==> src/rtl/subleq_if.sv <==
// ============================================================================
//  Module      : subleq_if
//  Description : Bus between the SUBLEQ controller, pc_reg and the memory.
//  Revision    : 1.0  initial release
// ============================================================================
`default_nettype none

interface subleq_if #(
    parameter int W = 8
);
    logic         RUN;
    logic [W-1:0] PC;
    logic [W-1:0] PCnew;
    logic         PC_WE;
    logic [W-1:0] MEM_ADDR;
    logic         MEM_RE;
    logic [W-1:0] MEM_RDATA;
    logic         MEM_WE;
    logic [W-1:0] MEM_WDATA;
    logic         HALTED;

    modport master (
        input  RUN, PC, MEM_RDATA,
        output PCnew, PC_WE, MEM_ADDR, MEM_RE, MEM_WE, MEM_WDATA, HALTED
    );

    modport slave (
        output RUN, PC, MEM_RDATA,
        input  PCnew, PC_WE, MEM_ADDR, MEM_RE, MEM_WE, MEM_WDATA, HALTED
    );
endinterface

`default_nettype wire

==> src/rtl/subleq_ctrl.sv <==
// ============================================================================
//  Module      : subleq_ctrl
//  Description : Fetch/execute sequencer for the SUBLEQ one-instruction CPU.
//  Revision    : 1.0  initial release
// ============================================================================
`default_nettype none

module subleq_ctrl #(
    parameter int W         = 8,
    parameter int HALT_ADDR = 0
) (
    input  wire logic CLK,
    input  wire logic RST,
    subleq_if.master  bus
);

    localparam logic [W-1:0] HALT_PC = W'(HALT_ADDR);
    localparam logic [W-1:0] ONE     = W'(1);
    localparam logic [W-1:0] TWO     = W'(2);
    localparam logic [W-1:0] THREE   = W'(3);

    typedef enum logic [2:0] {
        S_A    = 3'd0,
        S_B    = 3'd1,
        S_C    = 3'd2,
        S_RA   = 3'd3,
        S_RB   = 3'd4,
        S_EX   = 3'd5,
        S_WB   = 3'd6,
        S_HALT = 3'd7
    } state_t;

    state_t       state;
    logic [W-1:0] op_a, op_b, op_c, val_a, val_b;
    logic [W-1:0] diff;
    logic         take_branch;
    logic         start;

    assign diff        = val_b - val_a;
    // Signed "<= 0" on the truncated result: sign bit set or all zeros.
    assign take_branch = diff[W-1] | (diff == '0);
    assign start       = (bus.PC != HALT_PC) && bus.RUN;

    always_ff @(posedge CLK) begin
        if (RST) begin
            state <= S_A;
            op_a  <= '0;
            op_b  <= '0;
            op_c  <= '0;
            val_a <= '0;
            val_b <= '0;
        end else begin
            case (state)
                S_A: begin
                    if (bus.PC == HALT_PC) state <= S_HALT;
                    else if (bus.RUN)      state <= S_B;
                end
                S_B:  begin op_a  <= bus.MEM_RDATA; state <= S_C;  end
                S_C:  begin op_b  <= bus.MEM_RDATA; state <= S_RA; end
                S_RA: begin op_c  <= bus.MEM_RDATA; state <= S_RB; end
                S_RB: begin val_a <= bus.MEM_RDATA; state <= S_EX; end
                S_EX: begin val_b <= bus.MEM_RDATA; state <= S_WB; end
                S_WB:   state <= S_A;
                S_HALT: state <= S_HALT;
                default: state <= S_A;
            endcase
        end
    end

    // Reset gates the decode so nothing leaks out while RST is high,
    // including the cycle before the first reset edge.
    always_comb begin
        bus.PCnew     = '0;
        bus.PC_WE     = 1'b0;
        bus.MEM_ADDR  = '0;
        bus.MEM_RE    = 1'b0;
        bus.MEM_WE    = 1'b0;
        bus.MEM_WDATA = '0;
        bus.HALTED    = 1'b0;
        if (!RST) begin
            case (state)
                S_A: begin
                    if (start) begin
                        bus.MEM_ADDR = bus.PC;
                        bus.MEM_RE   = 1'b1;
                    end
                end
                S_B:  begin bus.MEM_ADDR = bus.PC + ONE; bus.MEM_RE = 1'b1; end
                S_C:  begin bus.MEM_ADDR = bus.PC + TWO; bus.MEM_RE = 1'b1; end
                S_RA: begin bus.MEM_ADDR = op_a;         bus.MEM_RE = 1'b1; end
                S_RB: begin bus.MEM_ADDR = op_b;         bus.MEM_RE = 1'b1; end
                S_WB: begin
                    bus.MEM_ADDR  = op_b;
                    bus.MEM_WDATA = diff;
                    bus.MEM_WE    = 1'b1;
                    bus.PC_WE     = 1'b1;
                    bus.PCnew     = take_branch ? op_c : (bus.PC + THREE);
                end
                S_HALT: bus.HALTED = 1'b1;
                default: ;
            endcase
        end
    end

endmodule

`default_nettype wire

==> src/flat_wrapper.sv <==
// flat-port wrapper written by rule: the top's interface ports become plain ports
module subleq_ctrl_flat 
#(
    parameter int W         = 8,
    parameter int HALT_ADDR = 0
)
  (CLK, RST, bus_RUN, bus_PC, bus_MEM_RDATA, bus_PCnew, bus_PC_WE, bus_MEM_ADDR, bus_MEM_RE, bus_MEM_WE, bus_MEM_WDATA, bus_HALTED);
  subleq_if #(.W(W)) bus_i ();
  input  wire logic CLK;
  input  wire logic RST;
  input wire logic [$bits(bus_i.RUN)-1:0] bus_RUN;
  input wire logic [$bits(bus_i.PC)-1:0] bus_PC;
  input wire logic [$bits(bus_i.MEM_RDATA)-1:0] bus_MEM_RDATA;
  output wire logic [$bits(bus_i.PCnew)-1:0] bus_PCnew;
  output wire logic [$bits(bus_i.PC_WE)-1:0] bus_PC_WE;
  output wire logic [$bits(bus_i.MEM_ADDR)-1:0] bus_MEM_ADDR;
  output wire logic [$bits(bus_i.MEM_RE)-1:0] bus_MEM_RE;
  output wire logic [$bits(bus_i.MEM_WE)-1:0] bus_MEM_WE;
  output wire logic [$bits(bus_i.MEM_WDATA)-1:0] bus_MEM_WDATA;
  output wire logic [$bits(bus_i.HALTED)-1:0] bus_HALTED;
  assign bus_i.RUN = bus_RUN;
  assign bus_i.PC = bus_PC;
  assign bus_i.MEM_RDATA = bus_MEM_RDATA;
  assign bus_PCnew = bus_i.PCnew;
  assign bus_PC_WE = bus_i.PC_WE;
  assign bus_MEM_ADDR = bus_i.MEM_ADDR;
  assign bus_MEM_RE = bus_i.MEM_RE;
  assign bus_MEM_WE = bus_i.MEM_WE;
  assign bus_MEM_WDATA = bus_i.MEM_WDATA;
  assign bus_HALTED = bus_i.HALTED;
  subleq_ctrl #(.W(W), .HALT_ADDR(HALT_ADDR)) u_core (.CLK(CLK), .RST(RST), .bus(bus_i));
endmodule
==> config.mk <==
export PLATFORM = sky130hd
export DESIGN_NAME = subleq_ctrl_flat
export DESIGN_NICKNAME = d
export VERILOG_FILES = /design/src/rtl/subleq_if.sv /design/src/rtl/subleq_ctrl.sv /design/src/flat_wrapper.sv
export SDC_FILE = /design/constraint.sdc
export NUM_CORES = 1
export LEC_CHECK = 0
export CORE_MARGIN = 8
export CORE_UTILIZATION = 57
export DETAILED_ROUTE_END_ITERATION = 8
export PLACE_DENSITY = 0.91
export SYNTH_ARGS = -nofsm -noshare
export SYNTH_HDL_FRONTEND = slang
export SYNTH_SLANG_ARGS = --single-unit
export TNS_END_PERCENT = 100
==> constraint.sdc <==
create_clock -name CLK -period 8.5 [get_ports CLK]
set_clock_uncertainty 0.2 [all_clocks]
set_input_delay 1.7 -clock CLK [delete_from_list [all_inputs] [get_ports CLK]]
set_output_delay 1.7 -clock CLK [all_outputs]
set_load 0.005 [all_outputs]
==> run summary <==
Post-Synthesis Cell Area = 2760 sq um
Power Density = 142 nW/um^2
PortBufs = 46
Site row count = 25
Hold EP = u_core.val_a[1]
Via/cell ratio = 5.99
Top Ports = 47
Register area share after synthesis = 31.2%
Share of the cycle needed by the critical path after routing = 70.3%
Count leader, synth = nand2_1
Worst Path Max Fanout = 46
Top FF cell, synth = dfxtp_1
Fin area = 3300 sq um
Worst vdd ir = 0.101 mV
Achievable Freq = 167 MHz
Final hold vios = 0
Post-layout util = 70.3%
# clock sinks = 43
RR Endpoint = u_core.op_a[1]
Worst R2R Start = u_core.state[0]
Crit-path cells = clkdlybuf4s50_1 > buf_4 > nand2b_1 > or2_1 > inv_2 > nand2_1 > mux2i_1 > clkdlybuf4s50_1
CP Buf/Inv Count = 4
RSZ-0062 raised after global routing = no
Crit Path Class = primary input to output pin
Hold Path Depth = 2
Initial antenna violation count = 0
Asr flop ratio synth = 0%
Final Max Slew Viols = 0
1st-pass router iterations = 5
Layout Cells excl Fill = 477
Most frequent cells after synthesis = nand2_1 (101), a21oi_1 (61), dfxtp_1 (43)
Yosys reg bits = 43
Full die area = 7320 sq um
Post-synth EDFFs = 0
Distinct cells, synth = 49
Drc violations = 0
Filler cell count = 409
Routed WL = 7.47 mm
Gr ovfl total = 0
Area Growth Syn to Fin = 19.6%
Outcome = finished, final reports clean
Vias = 2859
Critical path's top delay family = buffers and inverters
Starting density of the core = 58.7%
Required @ worst endpoint = 6.60 ns
Yosys warning count = 0
Core area = 4690 sq um
Clock buffer depth = 2
Diodes inserted = 0
CP max stage delay = 0.55 ns
Post CTS Setup Buffer Count = 0
Top cell type by total area after synthesis = dfxtp_1
GRT Total Usage = 20.1%
Final #Nets = 454
Worst r2r path cells = 5
Syn avg cell area = 7.09 sq um
Inserted Clock Buffers = 5
Worst Path Arrival = 4.08 ns
CTS Hold Bufs = 0
Setup TNS = 0 ns
First-pass GRT wire length = 12.3 mm
CTS H-tree lvls = 2
Startpoint types = primary input
Clock root buffer = clkbuf_8
Crit path capture type = output pin
# setup viols final = 0
Clock slew at reported path FFs = 0.08 ns
Placed cell count = 469
Leakage power = 1.20 nW
Iteration-0 DRC Markers = 299
Share of the synthesized area in the top cell type = 31.2%
CTS tree = done
Cells after synthesis = 389
Worst min-delay path class = flip-flop to flip-flop
Share of layout cells above drive strength 1 = 4.96%
WL per Instance = 15.7 um
Worst rel slew slack = 37.8%
Worst Min Path Start = u_core.val_a[1]
Worst slew pin tran = 0.929 ns
Setup slack, reg-to-reg = 6.22 ns
Worst-Skew Late Latency = 0.29 ns
Synthesized net count = 421
Number of gates resized after CTS = 0
Most Frequent Cell on Critical Path = clkdlybuf4s50_1
Vias in the first global route = 2702
Slowest cell on crit path = clkdlybuf4s50_1
Synth top area cells = dfxtp_1 (31%), nand2_1 (14%), a21oi_1 (11%), ha_1 (5.4%), nor2_1 (3.4%)
Number of max-cap violations = 0
Total Power = 467 uW
Largest net degree at the start of global routing = 47
Antenna Nets Post-Route = 0
GP Congestion = 0.969
FF/Latch Area = 861 sq um
Min Tclk post-route = 5.98 ns
Die Y = 85.5 um
Multi-input gate area = 1750 sq um
Die span in x = 85.5 um
Cell Area, Placed = 3210 sq um
HPWL after detailed placement = 5.59 mm
## cell usage in the layout, fill, tap and decap left out, types with 9 or more instances in the layout
cell type / Yosys / routed
ha_1: 12 / 12
dfxtp_1: 43 / 43
mux2i_1: 9 / 9
nor2_1: 25 / 25
o21ai_0: 13 / 13
a21oi_1: 61 / 61
clkdlybuf4s50_1: 0 / 46
inv_1: 13 / 13
nand2_1: 101 / 101
nand3_1: 12 / 12
## per-layer routing
| metal | share of wire, % | wire [um] | vias to the layer above | GRT usage, % |
|---|---|---|---|---|
| met4 | 1.4 | 108 | 0 | 6.53 |
| met5 | 0 | 0 | - | 0 |
| li1 | - | - | 1390 | - |
| met3 | 7.5 | 561 | 20 | 5.92 |
| met1 | 41 | 3100 | 1329 | 21.9 |
| met2 | 50 | 3710 | 120 | 36.2 |
## worst reg2reg max path: cells and delay by family (launching register included)
kind	cells	cell delay (ns)
simple gates	3	1.02
buf+inv	1	0.20
compound gates	1	0.17
flops	1	0.61
## cell type report
class,count,share of cell area [%]
multi-input cells,309,53.0
flip-flops and latches,43,26.1
repair buffers,49,14.6
clock buffers,6,2.20
well taps,54,2.05
inverters,14,1.59
clock inverters,2,0.380
## stage by stage
| step | setup slack, ns | hold WS [ns] |
|---|---|---|
| after floorplan | 3.69 | 0.233 |
| after detailed placement | 2.58 | 0.247 |
| final | 2.52 | 0.256 |
| after global routing | 2.36 | 0.276 |
| after global placement | 2.57 | 0.240 |
| after CTS | 2.56 | 0.258 |
## sequential cells by signal (all words and copies together), names as in the netlist, named ones only
signal        cells
u_core.state      2
u_core.val_b      8
u_core.op_b       8
u_core.val_a      8
u_core.op_c       8
u_core.op_a       8
## worst max-delay path by stage
| stage | start | end | slack [ns] | cells past startpoint |
|---|---|---|---|---|
| 3_3_place_gp | RST | bus_PCnew[0] | 2.57 | 8 |
| 4_1_cts | RST | bus_PCnew[2] | 2.56 | 8 |
| 2_1_floorplan | RST | bus_PCnew[0] | 3.69 | 8 |
| 6_report | RST | bus_PCnew[2] | 2.52 | 8 |
| 3_5_place_dp | RST | bus_PCnew[4] | 2.58 | 8 |
| 5_1_grt | RST | bus_PCnew[0] | 2.36 | 8 |
## power breakdown
| part | switching [mW] | internal (mW) |
|---|---|---|
| Sequential | 0.00778 | 0.210 |
| Clock | 0.0692 | 0.0575 |
| Combinational | 0.0701 | 0.0531 |
## cells by family (layout without fill, tap and decap cells)
group           after synthesis  after routing  synth area share [%]
simple gates                178            178                  29.6
compound gates               96             96                  20.2
flops                        43             43                  31.2
buf+inv                      37             71                  5.36
fa+ha+maj                    13             13                  6.17
xor+xnor                     12             12                  3.81
mux                          10             10                  3.68
No activity file was read; power rests on OpenSTA's default activity.
